--- config.mk ---
export PLATFORM = sky130hd
export DESIGN_NAME = counter_sequencer
export DESIGN_NICKNAME = d
export VERILOG_FILES = /design/src/rtl/counter_sequencer.sv
export SDC_FILE = /design/constraint.sdc
export NUM_CORES = 1
export LEC_CHECK = 0
export CAP_MARGIN = 20
export CORE_MARGIN = 2
export CORE_UTILIZATION = 40
export DETAILED_ROUTE_END_ITERATION = 10
export PLACE_DENSITY = 0.75
export SLEW_MARGIN = 5
export SYNTH_ARGS = -nofsm -noshare
export SYNTH_HDL_FRONTEND = slang
export SYNTH_SLANG_ARGS = --single-unit
--- constraint.sdc ---
create_clock -name clk -period 1.45 [get_ports clk]
set_input_delay 0.145 -clock clk [delete_from_list [all_inputs] [get_ports clk]]
set_output_delay 0.145 -clock clk [all_outputs]
set_load 0.05 [all_outputs]
--- src/rtl/counter_sequencer.sv ---
// Job sequencer for an external load/enable/up-down counter: runs a configurable number of
// passes from a start value to an end value, with pause and abort control.
module counter_sequencer #(
    parameter int unsigned WIDTH  = 4,
    parameter int unsigned REPS_W = 4
) (
    input  logic              clk,
    input  logic              reset,
    input  logic              start,
    input  logic [WIDTH-1:0]  cfg_start,
    input  logic [WIDTH-1:0]  cfg_end,
    input  logic              cfg_up,
    input  logic [REPS_W-1:0] cfg_reps,
    input  logic              pause,
    input  logic              abort,
    input  logic [WIDTH-1:0]  ctr_count,
    output logic              ctr_load,
    output logic [WIDTH-1:0]  ctr_load_in,
    output logic              ctr_enable,
    output logic              ctr_up,
    output logic              busy,
    output logic              done,
    output logic [REPS_W-1:0] pass_cnt
);

    typedef enum logic [1:0] {StIdle, StLoad, StRun, StDone} state_e;

    state_e            state_q, state_d;
    logic [WIDTH-1:0]  start_q, start_d;
    logic [WIDTH-1:0]  end_q, end_d;
    logic              up_q, up_d;
    logic [REPS_W-1:0] reps_q, reps_d;
    logic [REPS_W-1:0] pass_cnt_q, pass_cnt_d;
    logic              at_end;

    assign at_end   = (ctr_count == end_q);
    assign pass_cnt = pass_cnt_q;

    always_comb begin
        state_d     = state_q;
        start_d     = start_q;
        end_d       = end_q;
        up_d        = up_q;
        reps_d      = reps_q;
        pass_cnt_d  = pass_cnt_q;
        ctr_load    = 1'b0;
        ctr_load_in = '0;
        ctr_enable  = 1'b0;
        ctr_up      = 1'b0;
        busy        = 1'b0;
        done        = 1'b0;

        unique case (state_q)
            StIdle: begin
                if (start) begin
                    start_d    = cfg_start;
                    end_d      = cfg_end;
                    up_d       = cfg_up;
                    reps_d     = (cfg_reps == '0) ? REPS_W'(1) : cfg_reps;
                    pass_cnt_d = '0;
                    state_d    = StLoad;
                end
            end
            StLoad: begin
                busy        = 1'b1;
                ctr_load    = 1'b1;
                ctr_load_in = start_q;
                ctr_up      = up_q;
                state_d     = abort ? StIdle : StRun;
            end
            StRun: begin
                busy       = 1'b1;
                ctr_up     = up_q;
                ctr_enable = !pause && !at_end;
                if (abort) begin
                    state_d = StIdle;
                end else if (at_end) begin
                    pass_cnt_d = pass_cnt_q + REPS_W'(1);
                    state_d    = (pass_cnt_d < reps_q) ? StLoad : StDone;
                end
            end
            StDone: begin
                busy    = 1'b1;
                done    = 1'b1;
                state_d = StIdle;
            end
            default: state_d = StIdle;
        endcase

        // Outputs are forced quiet for the whole reset cycle, not just after the edge.
        if (reset) begin
            ctr_load    = 1'b0;
            ctr_load_in = '0;
            ctr_enable  = 1'b0;
            ctr_up      = 1'b0;
            busy        = 1'b0;
            done        = 1'b0;
        end
    end

    always_ff @(posedge clk) begin
        if (reset) begin
            state_q    <= StIdle;
            start_q    <= '0;
            end_q      <= '0;
            up_q       <= 1'b0;
            reps_q     <= '0;
            pass_cnt_q <= '0;
        end else begin
            state_q    <= state_d;
            start_q    <= start_d;
            end_q      <= end_d;
            up_q       <= up_d;
            reps_q     <= reps_d;
            pass_cnt_q <= pass_cnt_d;
        end
    end

endmodule

==> flow_metrics.py, run 1 <==
metrics = {
    "run_status": {
        "run_status": "finished, violations left",
        "violations": "negative setup slack",
    },
    "global_routing": {
        "grt_first_pass_wirelength_mm": 4.65,
        "first_global_vias": 1111,
        "global_routing_usage_summed_across_all_routing_layers": 0.218,
        "grt_overflow_total": 0,
        "grt_start_max_net_pins": 15,
        "grt_antenna_before_repair": 0,
    },
    "timing": {
        "worst_max_slew_pin_slew_ns": 0.410,
        "setup_ws_ns": -0.187,
        "fmaxAchievable_mhz": 611,
        "timing.clock.skew_ns": 0.0128,
        "final_cycle_utilization_of_the_critical_path": 1.13,
        "slew-limit-headroom": 0.725,
        "fin_crit_ns": 1.64,
        "final_hold_viol_count": 0,
        "setup_viol": 14,
        "timing_max_transition_violations_final": 0,
        "rsz0062_at_grt": "yes",
    },
    "floorplan": {
        "io_pins": 35,
        "fp.dieW_um": 55.0,
        "starting_utilization_of_the_core_area": 0.419,
        "die_y_um": 55.0,
        "floorplan_core_area_um2": 2480,
        "fp-row-count": 18,
        "design.die.area_um2": 3020,
    },
    "route": {
        "drc": 0,
        "postRouteAntennaNets": 0,
        "detail_route.iter0.violations": 17,
        "wire_per_inst_um": 14.5,
        "dr_total_vias": 1118,
        "via_per_inst": 5.11,
        "drt_first_pass_iters": 4,
        "totalWireLength_mm": 3.18,
    },
    "pwr": {
        "p_switching_mw": 0.416,
        "p_leak_nw": 0.800,
        "irDropWorstVdd_uv": 772,
        "share_clk_of_total_power": 0.210,
        "swShare": 0.315,
        "seq_power_share": 0.434,
        "power_per_cell_area_nw_per_um2": 664,
        "p_comb_frac": 0.355,
        "p_int_mw": 0.903,
    },
    "setup_path": {
        "crit_path_max_fanout": 2,
        "setup.worst_path.end_class": "output pin",
        "worst-r2r-cell-count": 8,
        "worst_setup_path_class": "register to output pin",
        "critical_path_required_ns": 1.31,
        "worstSetupStartpointType": "register",
        "cp_data_arrival_time_ns": 1.49,
    },
    "clock_network": {
        "cts_num_sinks": 19,
        "cts.reportedPaths.clkPinSlew_ns": 0.12,
        "ctsLongestPathBuffers": 2,
        "cts-hold-fix-buffers": 0,
        "htree_num_levels": 1,
        "tritoncts": "done",
        "cts_buffers": 3,
        "clkLatencyLatePin_ns": 0.31,
        "cts-root-buf": "clkbuf_4",
    },
    "place": {
        "finalWeightedCongestion": 0.851,
        "placement.cell_area_um2": 1640,
        "placed_cells_incl_taps": 203,
        "hpwl_mm": 2.04,
        "portBuffers": 34,
    },
    "final_layout": {
        "number_of_antenna_diodes": 0,
        "multi_input_comb_area_um2": 837,
        "nFillCells": 166,
        "area_delta_synth_final_pct": 91.3,
        "seq_area_um2": 403,
        "post-route-cell-area_um2": 1990,
        "layout-drive-gt1-share": 0.471,
        "layout.nets": 220,
        "layoutNonFillerInstCount": 219,
        "final_cell_mix": "nand2_1 (29), buf_4 (26), clkdlybuf4s50_1 (20)",
        "layout.cells.most_common": "nand2_1",
    },
    "hold_path": {
        "hold_depth": 3,
        "type_of_the_most_critical_hold_path": "input pin to register",
    },
    "flow_run": {
        "drv.max_cap_violation_count": 0,
    },
    "synthesis": {
        "syn_nets": 158,
        "warning_count_from_the_yosys_run": 0,
        "number_of_standard_cells_after_synthesis": 128,
        "syn_avg_cell_area_um2": 8.11,
        "synth.cell_area_um2": 1040,
        "yosys_register_bits": 19,
        "synth.distinct_cells": 29,
        "synth_sequential_area_ratio": 0.366,
    },
}
==> routing by layer <==
metal  vias up  share of wire  GRT usage
li1        556              -          -
met3         2          0.065     0.0645
met1       526           0.41      0.242
met5         -              0          0
met2        34           0.52      0.401
met4         0         0.0025     0.0610
==> kinds of logic (layout without fill, tap and decap cells) <==
family,after synthesis,count (layout),share of synthesized area
buf+inv,13,74,0.0470
xor+xnor,6,6,0.0578
fa+ha+maj,8,8,0.0964
compound gates,27,27,0.172
mux,1,1,0.00964
flops,19,19,0.366
simple gates,54,54,0.251
==> worst paths after layout <==
path / start / endpoint / slack [ns]
min reg2reg: start_q[0] / start_q[0] / 0.46
max reg2reg: state_q[1] / pass_cnt[1] / -0.10
max: end_q[2] / ctr_enable / -0.19
min: cfg_end[2] / end_q[2] / 0.36
==> timing repair <==
action	CTS	global route
pin swaps	16	13
gates resized for setup	38	15
setup endpoints to repair	26	25
setup buffers	9	4
cloned	0	0
==> per-stage QoR <==
step	power, mW	setup slack, ns	hold WS, ns	util	TNS, ns
after floorplan	0.756	-0.107	0.234	-	-0.174
after global placement	0.916	-0.234	0.438	0.663	-1.51
after detailed placement	0.927	-0.280	0.442	0.663	-2.40
after CTS	1.29	-0.173	0.363	0.765	-1.15
after global routing	1.38	-0.247	0.362	0.802	-2.19
final	1.32	-0.187	0.360	0.802	-1.45
==> synth_stat cells <==
master / instances / area share
o211ai_1: 2 / 0.014
nand2b_1: 2 / 0.012
mux2i_1: 1 / 0.0096
o221a_1: 1 / 0.011
dfxtp_1: 19 / 0.37
nand3_1: 2 / 0.0096
nor4_1: 1 / 0.0060
xnor2_1: 1 / 0.0084
nor3_1: 6 / 0.029
nor2b_1: 3 / 0.018
nor2_1: 3 / 0.011
a21oi_1: 14 / 0.067
xor2_1: 4 / 0.034
nand2_1: 30 / 0.11
a221oi_1: 1 / 0.0084
ha_1: 8 / 0.096
o21ai_1: 1 / 0.0048
o41a_1: 1 / 0.011
and2_1: 5 / 0.030
nor4_4: 1 / 0.020
a211oi_1: 2 / 0.014
xor2_2: 1 / 0.016
o21ai_0: 2 / 0.0096
a32o_1: 1 / 0.0096
a31oi_1: 1 / 0.0060
inv_1: 8 / 0.029
and3_1: 1 / 0.0060
o41ai_2: 1 / 0.016
clkbuf_1: 5 / 0.018
==> sequential cells by signal (all words and copies together), names as in the netlist <==
| name | flops |
|---|---|
| state_q | 2 |
| reps_q | 4 |
| pass_cnt | 4 |
| end_q | 4 |
| up_q | 1 |
| start_q | 4 |
==> worst max-delay path: stages, from the launching register on <==
cell,delay (ns)
dfxtp_4,0.38
xor2_4,0.16
nor4_4,0.30
buf_4,0.16
nor4_4,0.04
buf_12,0.15
==> layout make-up <==
cell class,count,area share
Timing Repair Buffer,62,0.327
Inverter,8,0.0164
Clock buffer,4,0.0132
Multi-Input combinational cell,96,0.421
Sequential cell,19,0.203
Tap cell,30,0.0189
==> power by group through the flow <==
stage,sequential [mW],clock [mW],combinational (mW)
3_5_place_dp,0.577,0,0.350
6_report,0.573,0.277,0.469
3_3_place_gp,0.576,0,0.341
4_1_cts,0.571,0.291,0.427
2_1_floorplan,0.574,0,0.182
5_1_grt,0.576,0.310,0.497
No activity file was read; power rests on OpenSTA's default activity.
==> inputs of run 2 (changes only) <==
SLEW_MARGIN = 15   (was 5)
==> results of run 2 <==
Same layout as run 1: the final DEF is identical, and so are final timing and power.
==> inputs of run 3 (changes only) <==
GPL_ROUTABILITY_DRIVEN = 0   (was default)
==> results of run 3 <==
Same layout as run 1: the final DEF is identical, and so are final timing and power.
